**src/rtl/uart_rx.sv**
```systemverilog
// Memory-mapped UART receiver: synchroniser, frame FSM, receive FIFO.
// Status is polled by software; RX_DATA reads pop the FIFO head.
module uart_rx #(
  parameter int FIFO_DEPTH  = 4,
  parameter int BAUD_W      = 14,
  parameter int SYNC_STAGES = 2
) (
  input  logic        clk,
  input  logic        reset,
  input  logic [31:0] addr,
  input  logic        wr_en,
  input  logic        rd_en,
  input  logic [31:0] wdata,
  input  logic        Rx_in,
  output logic [31:0] rdata
);

  localparam int PW = $clog2(FIFO_DEPTH);
  localparam int CW = PW + 1;

  typedef enum logic [2:0] {
    IDLE, START, DATA, PARITY, STOP1, STOP2
  } state_t;

  logic [SYNC_STAGES-1:0] sync;
  logic rx_s;
  logic rx_prev;

  assign rx_s = sync[SYNC_STAGES-1];

  always_ff @(posedge clk) begin
    if (reset) begin
      sync    <= '1;
      rx_prev <= 1'b1;
    end else begin
      sync    <= {sync[SYNC_STAGES-2:0], Rx_in};
      rx_prev <= rx_s;
    end
  end

  logic sel_data, sel_ctrl, sel_baud, sel_stat;

  assign sel_data = (addr == 32'h10);
  assign sel_ctrl = (addr == 32'h14);
  assign sel_baud = (addr == 32'h18);
  assign sel_stat = (addr == 32'h1C);

  logic [2:0]        ctrl_q;
  logic [BAUD_W-1:0] baud_q;

  always_ff @(posedge clk) begin
    if (reset) begin
      ctrl_q <= '0;
      baud_q <= '0;
    end else begin
      if (wr_en && sel_ctrl) ctrl_q <= wdata[2:0];
      if (wr_en && sel_baud) baud_q <= wdata[BAUD_W-1:0];
    end
  end

  logic active;
  assign active = ctrl_q[0] && (baud_q >= BAUD_W'(2));

  state_t            state_q, state_d;
  logic [BAUD_W-1:0] cnt_q, cnt_d;
  logic [BAUD_W-1:0] div_q, div_d;
  logic              two_q, two_d;
  logic              odd_q, odd_d;
  logic [7:0]        data_q, data_d;
  logic [2:0]        idx_q, idx_d;
  logic              perr_q, perr_d;
  logic              ferr_q, ferr_d;
  logic              push;
  logic              tick;
  logic [BAUD_W-1:0] reload;

  assign tick   = (cnt_q == '0);
  assign reload = div_q - BAUD_W'(1);

  always_ff @(posedge clk) begin
    if (reset) begin
      state_q <= IDLE;
      cnt_q   <= '0;
      div_q   <= '0;
      two_q   <= 1'b0;
      odd_q   <= 1'b0;
      data_q  <= '0;
      idx_q   <= '0;
      perr_q  <= 1'b0;
      ferr_q  <= 1'b0;
    end else begin
      state_q <= state_d;
      cnt_q   <= cnt_d;
      div_q   <= div_d;
      two_q   <= two_d;
      odd_q   <= odd_d;
      data_q  <= data_d;
      idx_q   <= idx_d;
      perr_q  <= perr_d;
      ferr_q  <= ferr_d;
    end
  end

  always_comb begin
    state_d = state_q;
    cnt_d   = cnt_q;
    div_d   = div_q;
    two_d   = two_q;
    odd_d   = odd_q;
    data_d  = data_q;
    idx_d   = idx_q;
    perr_d  = perr_q;
    ferr_d  = ferr_q;
    push    = 1'b0;
    if (!active) begin
      state_d = IDLE;
    end else begin
      unique case (state_q)
        IDLE: begin
          if (rx_prev && !rx_s) begin
            div_d   = baud_q;
            two_d   = ctrl_q[1];
            odd_d   = ctrl_q[2];
            cnt_d   = (baud_q >> 1) - BAUD_W'(1);
            perr_d  = 1'b0;
            ferr_d  = 1'b0;
            state_d = START;
          end
        end
        START: begin
          if (!tick) begin
            cnt_d = cnt_q - BAUD_W'(1);
          end else if (rx_s) begin
            state_d = IDLE;
          end else begin
            cnt_d   = reload;
            idx_d   = '0;
            state_d = DATA;
          end
        end
        DATA: begin
          if (!tick) begin
            cnt_d = cnt_q - BAUD_W'(1);
          end else begin
            data_d[idx_q] = rx_s;
            cnt_d = reload;
            idx_d = idx_q + 3'd1;
            if (idx_q == 3'd7) state_d = PARITY;
          end
        end
        PARITY: begin
          if (!tick) begin
            cnt_d = cnt_q - BAUD_W'(1);
          end else begin
            // odd parity expects the inverted XOR
            if (rx_s != ((^data_q) ^ odd_q)) perr_d = 1'b1;
            cnt_d   = reload;
            state_d = STOP1;
          end
        end
        STOP1: begin
          if (!tick) begin
            cnt_d = cnt_q - BAUD_W'(1);
          end else begin
            if (!rx_s) ferr_d = 1'b1;
            if (two_q) begin
              cnt_d   = reload;
              state_d = STOP2;
            end else begin
              push    = 1'b1;
              state_d = IDLE;
            end
          end
        end
        STOP2: begin
          if (!tick) begin
            cnt_d = cnt_q - BAUD_W'(1);
          end else begin
            if (!rx_s) ferr_d = 1'b1;
            push    = 1'b1;
            state_d = IDLE;
          end
        end
        default: state_d = IDLE;
      endcase
    end
  end

  logic [7:0]    mem [FIFO_DEPTH];
  logic [PW-1:0] wptr, rptr;
  logic [CW-1:0] count;
  logic          full, not_empty, pop, push_ok;

  assign full      = (count == CW'(FIFO_DEPTH));
  assign not_empty = (count != '0);
  assign pop       = rd_en && sel_data && not_empty;
  assign push_ok   = push && (!full || pop);

  always_ff @(posedge clk) begin
    if (reset) begin
      wptr  <= '0;
      rptr  <= '0;
      count <= '0;
    end else begin
      if (push_ok) wptr <= wptr + PW'(1);
      if (pop)     rptr <= rptr + PW'(1);
      unique case ({push_ok, pop})
        2'b10:   count <= count + CW'(1);
        2'b01:   count <= count - CW'(1);
        default: count <= count;
      endcase
    end
  end

  always_ff @(posedge clk) begin
    if (push_ok) mem[wptr] <= data_q;
  end

  logic [2:0] flags;
  logic [2:0] flag_set;
  logic [2:0] flag_clr;

  assign flag_set = {push && ferr_d, push && perr_d, push && !push_ok};
  assign flag_clr = (wr_en && sel_stat) ? wdata[3:1] : 3'b000;

  always_ff @(posedge clk) begin
    if (reset) flags <= '0;
    else       flags <= (flags & ~flag_clr) | flag_set;
  end

  logic [2:0] count3;
  assign count3 = 3'(count);

  always_comb begin
    rdata = '0;
    if (rd_en) begin
      unique case (1'b1)
        sel_data: if (not_empty) rdata = {24'b0, mem[rptr]};
        sel_ctrl: rdata = {29'b0, ctrl_q};
        sel_baud: rdata = {{(32-BAUD_W){1'b0}}, baud_q};
        sel_stat: rdata = {25'b0, count3, flags, not_empty};
        default:  rdata = '0;
      endcase
    end
  end

  logic unused_wdata;
  assign unused_wdata = ^wdata[31:BAUD_W];

endmodule
```
**config.mk**
```make
export PLATFORM = sky130hd
export DESIGN_NAME = uart_rx
export DESIGN_NICKNAME = d
export VERILOG_FILES = /design/src/rtl/uart_rx.sv
export SDC_FILE = /design/constraint.sdc
export NUM_CORES = 1
export LEC_CHECK = 0
export BUFFER_PORTS_ARGS = -buffer_cell sky130_fd_sc_hd__buf_2
export CAP_MARGIN = 20
export CORE_ASPECT_RATIO = 1.1
export CORE_MARGIN = 1
export CORE_UTILIZATION = 60
export CTS_CLUSTER_DIAMETER = 60
export DETAILED_ROUTE_END_ITERATION = 8
export PLACE_DENSITY = 0.84
export SYNTH_ARGS = -nofsm -noshare
export SYNTH_HDL_FRONTEND = slang
export SYNTH_SLANG_ARGS = --single-unit
```
**constraint.sdc**
```tcl
create_clock -name clk -period 8.34 [get_ports clk]
set_input_delay 1.251 -clock clk [delete_from_list [all_inputs] [get_ports clk]]
set_output_delay 1.251 -clock clk [all_outputs]
set_load 0.005 [all_outputs]
```
==> run metrics, run 1 <==
worst vdd ir 0.166 mV; Post-CTS Hold Buffers 0; most frequent CP cell buf_2; Worst setup EP type output pin; slowest CP cell a211oi_1; R2R Setup Slk 4850 ps; post-synthesis compound-gate area fraction 11.7%; Slew HR 27.4%; setup TNS 0 ps; simple-gate share of the synthesized area 21.0%; status completed; Hold WC Path Type reg2reg; largest stage delay on the critical path 330 ps; final net count 756; net switching power 0.000237 W; CP Depth 7; period utilization 50.4%; Synth Instances 641; Worst Setup SP addr[25]; power density cells 143 mW/mm²; Synth top cells by count nor2_1, dfxtp_1, mux2i_1; die height 107 µm; Post-Place Cells 782; layout cells sized above 1 16.3%; Synth Area in Adders 2.61%; worst-case reg-to-reg path depth 9; top cell type's share of synthesized area 26.1%; antenna diode count 0; Yosys reg bits 110; delay-heaviest family, CP simple AND/OR/NAND/NOR gates; Worst R2R End count[2]; worst path cell trace buf_2, nor4_1, nand4_1, nor2_1, nand2_1, a211oi_1, buf_2; post-synth cell types 63; IO Pins 101; clock buffer count from CTS 9; via count 4920; # DRC 0; buffers added on ports 64; Initial DRC Count 540; post-synthesis xor/xnor area fraction 5.86%; vias in the first global route 4624; CTS H-tree depth 3; fin cells 798; GRT met3 Usage 4.89%; Mean Syn Cell Area 9.33 µm²; Reg power frac 59.5%; placed wire-length estimate 9940 µm; min Tclk post-route 4210 ps; Max-cap violations 0; ys async rst share 0%; Clk Latency, worst-skew pair 400 ps; Peak Freq 238 MHz; startpoint types primary input; Post-CTS Resized 0; clk buf depth 2; wire length per cell 17.4 µm; Main synth FF type dfxtp_1; clock share of power 37.3%; final hold vios 0; row cnt 37; Root Buffer Master clkbuf_8; pin count of the biggest net entering global routing 73; area post-placement 0.00624 mm²; EDFF count, synth 32; Arrival @ worst endpoint 2960 ps; overall die width 97.2 µm; Core ar. 0.00954 mm²; Worst Hold Depth 1; Yosys top cell by area dfxtp_1; number of buffers and inverters on the critical path 2; Clock Skew 28.8 ps; Top Usage Layer GRT met2; gr ovfl total 0; drt via density 6.17; most common cell in the synthesized netlist nor2_1; initial antenna violation count 0; critical-path maximum fanout 8; Syn Std Cell Area 0.00598 mm²; required time worst endpoint 7090 ps; starting density of the core 62.7%; post-route ant nets 0; # setup viols final 0; Non-Filler Cell Area, Final 0.00645 mm²; switching part of the total power 25.7%; routed wire length 13800 µm; multiplexer share of the synthesized area 10.5%; yosys warns 0; Power Total 0.000920 W; Final Wtd Congestion 0.879; Critical Path Sink rdata[0]; CTS tree yes; Leak 2.44 nW; Die ar. 0.0104 mm²; Filler cells 734; type of the worst setup path in2out; All-Layer GR Usage 26.5%; met1 usage 31.7%; clk slew on worst S/H paths 120 ps; RSZ-0062 raised after global routing no; worst-margin pin slew 1080 ps; Logic pwr share 3.2%; RR Startpoint baud_q[1]; synth top area cells dfxtp_1, edfxtp_1, mux2i_1, nor2_1, xnor2_1; combinational family with the most area after synthesis simple AND/OR/NAND/NOR gates; area grow syn2layout 7.88%; first drt pass iteration count 5; Int Pwr 0.000683 W; met2 usage 47.1%; Final Max Slew Viols 0; Sink Count 110; Post-CTS Repair Setup Buffers 0; first-pass GRT wire length 22000 µm; Seq/Total Area, Yosys 42.2%
worst min-delay path by stage:
stage / startpoint / to / slack (ps)
after global routing: sync[0] / sync[1] / 450
after global placement: sync[0] / sync[1] / 390
final: sync[0] / sync[1] / 430
after floorplan: sync[0] / sync[1] / 390
after CTS: sync[0] / sync[1] / 430
after detailed placement: sync[0] / sync[1] / 400
power by group through the flow:
stage	sequential, W	combinational, W	clock [W]
after global placement	0.000560	0.0000275	0
after CTS	0.000548	0.0000288	0.000346
after floorplan	0.000559	0.0000205	0
final	0.000548	0.0000293	0.000343
after detailed placement	0.000560	0.0000287	0
after global routing	0.000548	0.0000321	0.000365
registers in the layout, indices dropped and copies added, names as in the netlist, 2 cells and up, named ones only:
name and cells:
mem 32, state_q 3, data_q 8, idx_q 3
sync 2, flags 3, rptr 2, baud_q 14
ctrl_q 3, wptr 2, div_q 14, cnt_q 14
count 3
per-stage QoR:
stage / util (%) / setup WS, ps / hold slack (ps)
after global routing: 67.7 / 4050 / 452
after floorplan: - / 4610 / 389
after detailed placement: 65.4 / 4040 / 401
final: 67.7 / 4130 / 430
after CTS: 67.7 / 4200 / 435
after global placement: 65.4 / 4240 / 393
placed cells by master (no fill, tap or decap), types with 6 or more instances in the layout:
cell,instances
nor2_1,96
dfxtp_1,78
buf_2,64
mux2i_1,45
edfxtp_1,32
nand2_1,30
xnor2_1,28
nor3_1,24
a21oi_1,19
inv_1,18
nor4_1,18
o21ai_0,18
conb_1,18
xor2_1,12
a211oi_1,11
ha_1,10
a22oi_1,9
or2_2,9
o22ai_1,9
clkbuf_8,9
mux4_2,8
or4_1,8
or3_1,8
and2_1,7
and3_1,7
nand3_1,7
a31oi_1,6
a221oi_1,6
cell type report:
cell class	count	area (µm²)	area share [%]
inverters	18	67.6	1.05
multi-input cells	471	3170	49.0
clock inverters	7	93.8	1.45
repair buffers	66	335	5.19
flip-flops and latches	110	2520	39.1
clock buffers	9	124	1.92
well taps	117	146	2.27
cells by family (layout without fill, tap and decap cells):
group / count (synthesis) / count (layout)
other cells: 1 / 18
compound gates: 103 / 103
fa+ha+maj: 12 / 12
flops: 110 / 110
buf+inv: 77 / 100
mux: 53 / 53
simple gates: 245 / 245
xor+xnor: 40 / 40
layer usage:
layer	vias up	share of wire, %
met5	-	0
met4	0	3.2
met3	39	4.8
met2	166	52
met1	2361	40
li1	2354	-
No activity file was read; power rests on OpenSTA's default activity.
==> inputs of run 2 (changes only) <==
Settings changed: ABC_AREA from default to 1, CORE_UTILIZATION 60 to 57, PLACE_DENSITY 0.84 to 0.8.
Clock period 8.34 ns to 4.2 ns, I/O delays scaled along.
==> run 2 against run 1 <==
Against the previous run:
- non-clock buffer count unchanged
- first-iteration DRC count decreased by 26%
- final cell count increased by 32%
- clock skew decreased by 19 ps
- sequential cell count unchanged
- worst setup slack got worse by 3000 ps
- clock power increased to 2.6 times the previous value
- die area increased by 9.2%
- count of clock-buffer cells in the layout unchanged
- register-to-register slack got worse by 3600 ps
- critical endpoint is now rdata[4]
==> run metrics, run 2 <==
most common cell in the synthesized netlist nor2_1; CTS tree yes; Critical Path Sink rdata[4]; post-synth cell types 41; Post-CTS Hold Buffers 0; number of buffers and inverters on the critical path 2; Final Wtd Congestion 0.902; EDFF count, synth 32; initial antenna violation count 0; first drt pass iteration count 5; Synth Instances 857; max FFs per register 32; slowest CP cell a211oi_1; # DRC 0; required time worst endpoint 3570 ps; Final Max Slew Viols 0; final net count 988; drt via density 5.46; overall die width 102 µm; startpoint types primary input; gr ovfl total 0; Post-CTS Repair Setup Buffers 0; Worst R2R End mem[3][5]; pin count of the biggest net entering global routing 38; area grow syn2layout 10.2%; first-pass GRT wire length 24000 µm; R2R Setup Slk 1280 ps; Clk Latency, worst-skew pair 350 ps; post-synthesis xor/xnor area fraction 3.24%; Core ar. 0.0105 mm²; All-Layer GR Usage 26.7%; final hold vios 0; yosys warns 0; antenna diode count 0; buffers added on ports 64; CTS H-tree depth 3; via count 5761; most frequent cells in the layout nor2_1, nand2_1, inv_1; Root Buffer Master clkbuf_16; worst path cell trace buf_2, nor2_1, nand3_1, nor3_2, nand3_1, a211oi_1, nor2_1, nor2_1, buf_2; clk slew on worst S/H paths 80 ps; Worst Setup SP addr[7]; # setup viols final 0; die height 112 µm; Die ar. 0.0113 mm²; most frequent CP cell nor2_1; ys async rst share 0%; vias in the first global route 5118; Max-cap violations 0; power density cells 295 mW/mm²; post-synthesis compound-gate area fraction 17.1%; Post-CTS Resized 0; combinational family with the most area after synthesis simple AND/OR/NAND/NOR gates; layout cells sized above 1 12.4%; routed wire length 14400 µm; Seq/Total Area, Yosys 40.6%; Initial DRC Count 400; delay-heaviest family, CP simple AND/OR/NAND/NOR gates; CP Depth 9; Biggest register mem; Main synth FF type dfxtp_1; Hold WC Path Type reg2reg; Mean Syn Cell Area 7.25 µm²; Peak Freq 328 MHz; largest stage delay on the critical path 420 ps; worst vdd ir 0.198 mV; Synth top cells by count nor2_1, nand2_1, inv_1; worst-case reg-to-reg path depth 8; Syn Std Cell Area 0.00622 mm²; starting density of the core 59.3%; clk buf depth 2; Worst setup EP type output pin; Sink Count 110; RSZ-0062 raised after global routing no; Slew HR 47.3%; clock buffer count from CTS 9; RR Startpoint cnt_q[0]; Yosys top cell by area dfxtp_1; min Tclk post-route 3050 ps; period utilization 72.6%; multiplexer share of the synthesized area 0%; Clock Skew 9.84 ps; post-layout util 65.3%; placed wire-length estimate 10400 µm; synth top area cells dfxtp_1, edfxtp_1, nor2_1, nand2_1, o21ai_0; critical-path maximum fanout 7; IO Pins 101; setup TNS 0 ps; row cnt 39; Leak 3.02 nW; status completed; Synth Area in Adders 2.33%; type of the worst setup path in2out; top cell type's share of synthesized area 25.1%; simple-gate share of the synthesized area 26.6%; Yosys reg bits 110; Arrival @ worst endpoint 2420 ps; post-route ant nets 0; wire length per cell 13.7 µm; worst-margin pin slew 787 ps; commonest non-fill, non-tap cell in the layout nor2_1
## run 2: worst min-delay path by stage
stage	start	to	slack, ps	cells past startpoint
final	sync[0]	sync[1]	410	1
after global routing	sync[0]	sync[1]	430	1
after CTS	sync[0]	sync[1]	410	1
after detailed placement	sync[0]	sync[1]	390	1
after global placement	sync[0]	sync[1]	390	1
after floorplan	sync[0]	sync[1]	390	1
## run 2: stage by stage
step	std cells	setup slack (ps)	hold WS, ps	instance area [µm²]	power, W
6_report	1056	1150	411	6850	0.00202
5_1_grt	1056	952	432	6850	0.00209
4_1_cts	1056	1220	412	6850	0.00204
3_5_place_dp	1040	1230	393	6550	0.00117
3_3_place_gp	1039	1240	392	6540	0.00117
2_1_floorplan	874	1820	389	6280	0.00115
## run 2: where the power goes
group	switching [W]	internal [W]	leakage (nW)
registers	0.00000115	0.00108	1.00
clock network	0.000442	0.000434	0.151
logic	0.0000375	0.0000251	1.87
## run 2: kinds of logic (layout without fill, tap and decap cells)
| group | Yosys count | count (layout) |
|---|---|---|
| other cells | 1 | 18 |
| xor+xnor | 23 | 23 |
| flops | 110 | 110 |
| simple gates | 377 | 377 |
| fa+ha+maj | 11 | 11 |
| buf+inv | 143 | 182 |
| compound gates | 192 | 192 |
## run 2: layer usage
| layer | vias to the layer above | routed length, µm | GRT usage (%) |
|---|---|---|---|
| li1 | 2916 | - | - |
| met1 | 2609 | 6470 | 36.3 |
| met2 | 218 | 6680 | 42.6 |
| met3 | 18 | 1040 | 5.34 |
| met4 | 0 | 248 | 8.02 |
| met5 | - | 0 | 0 |
## run 2: worst register-to-register path: stages, from the launching register on
cell and delay (ps):
dfxtp_1 320, inv_1 140, ha_1 190, nand3_1 80
nor2_1 110, nand2_2 300, nor3_4 530, nand2_2 230
nor2_1 650
## run 2: layout make-up
cell class	instances	area [µm²]
fillers	918	3640
clock inverters	7	81.3
well taps	143	179
multi-input cells	621	3130
clock buffers	9	225
inverters	100	375
flip-flops and latches	110	2520
repair buffers	66	339
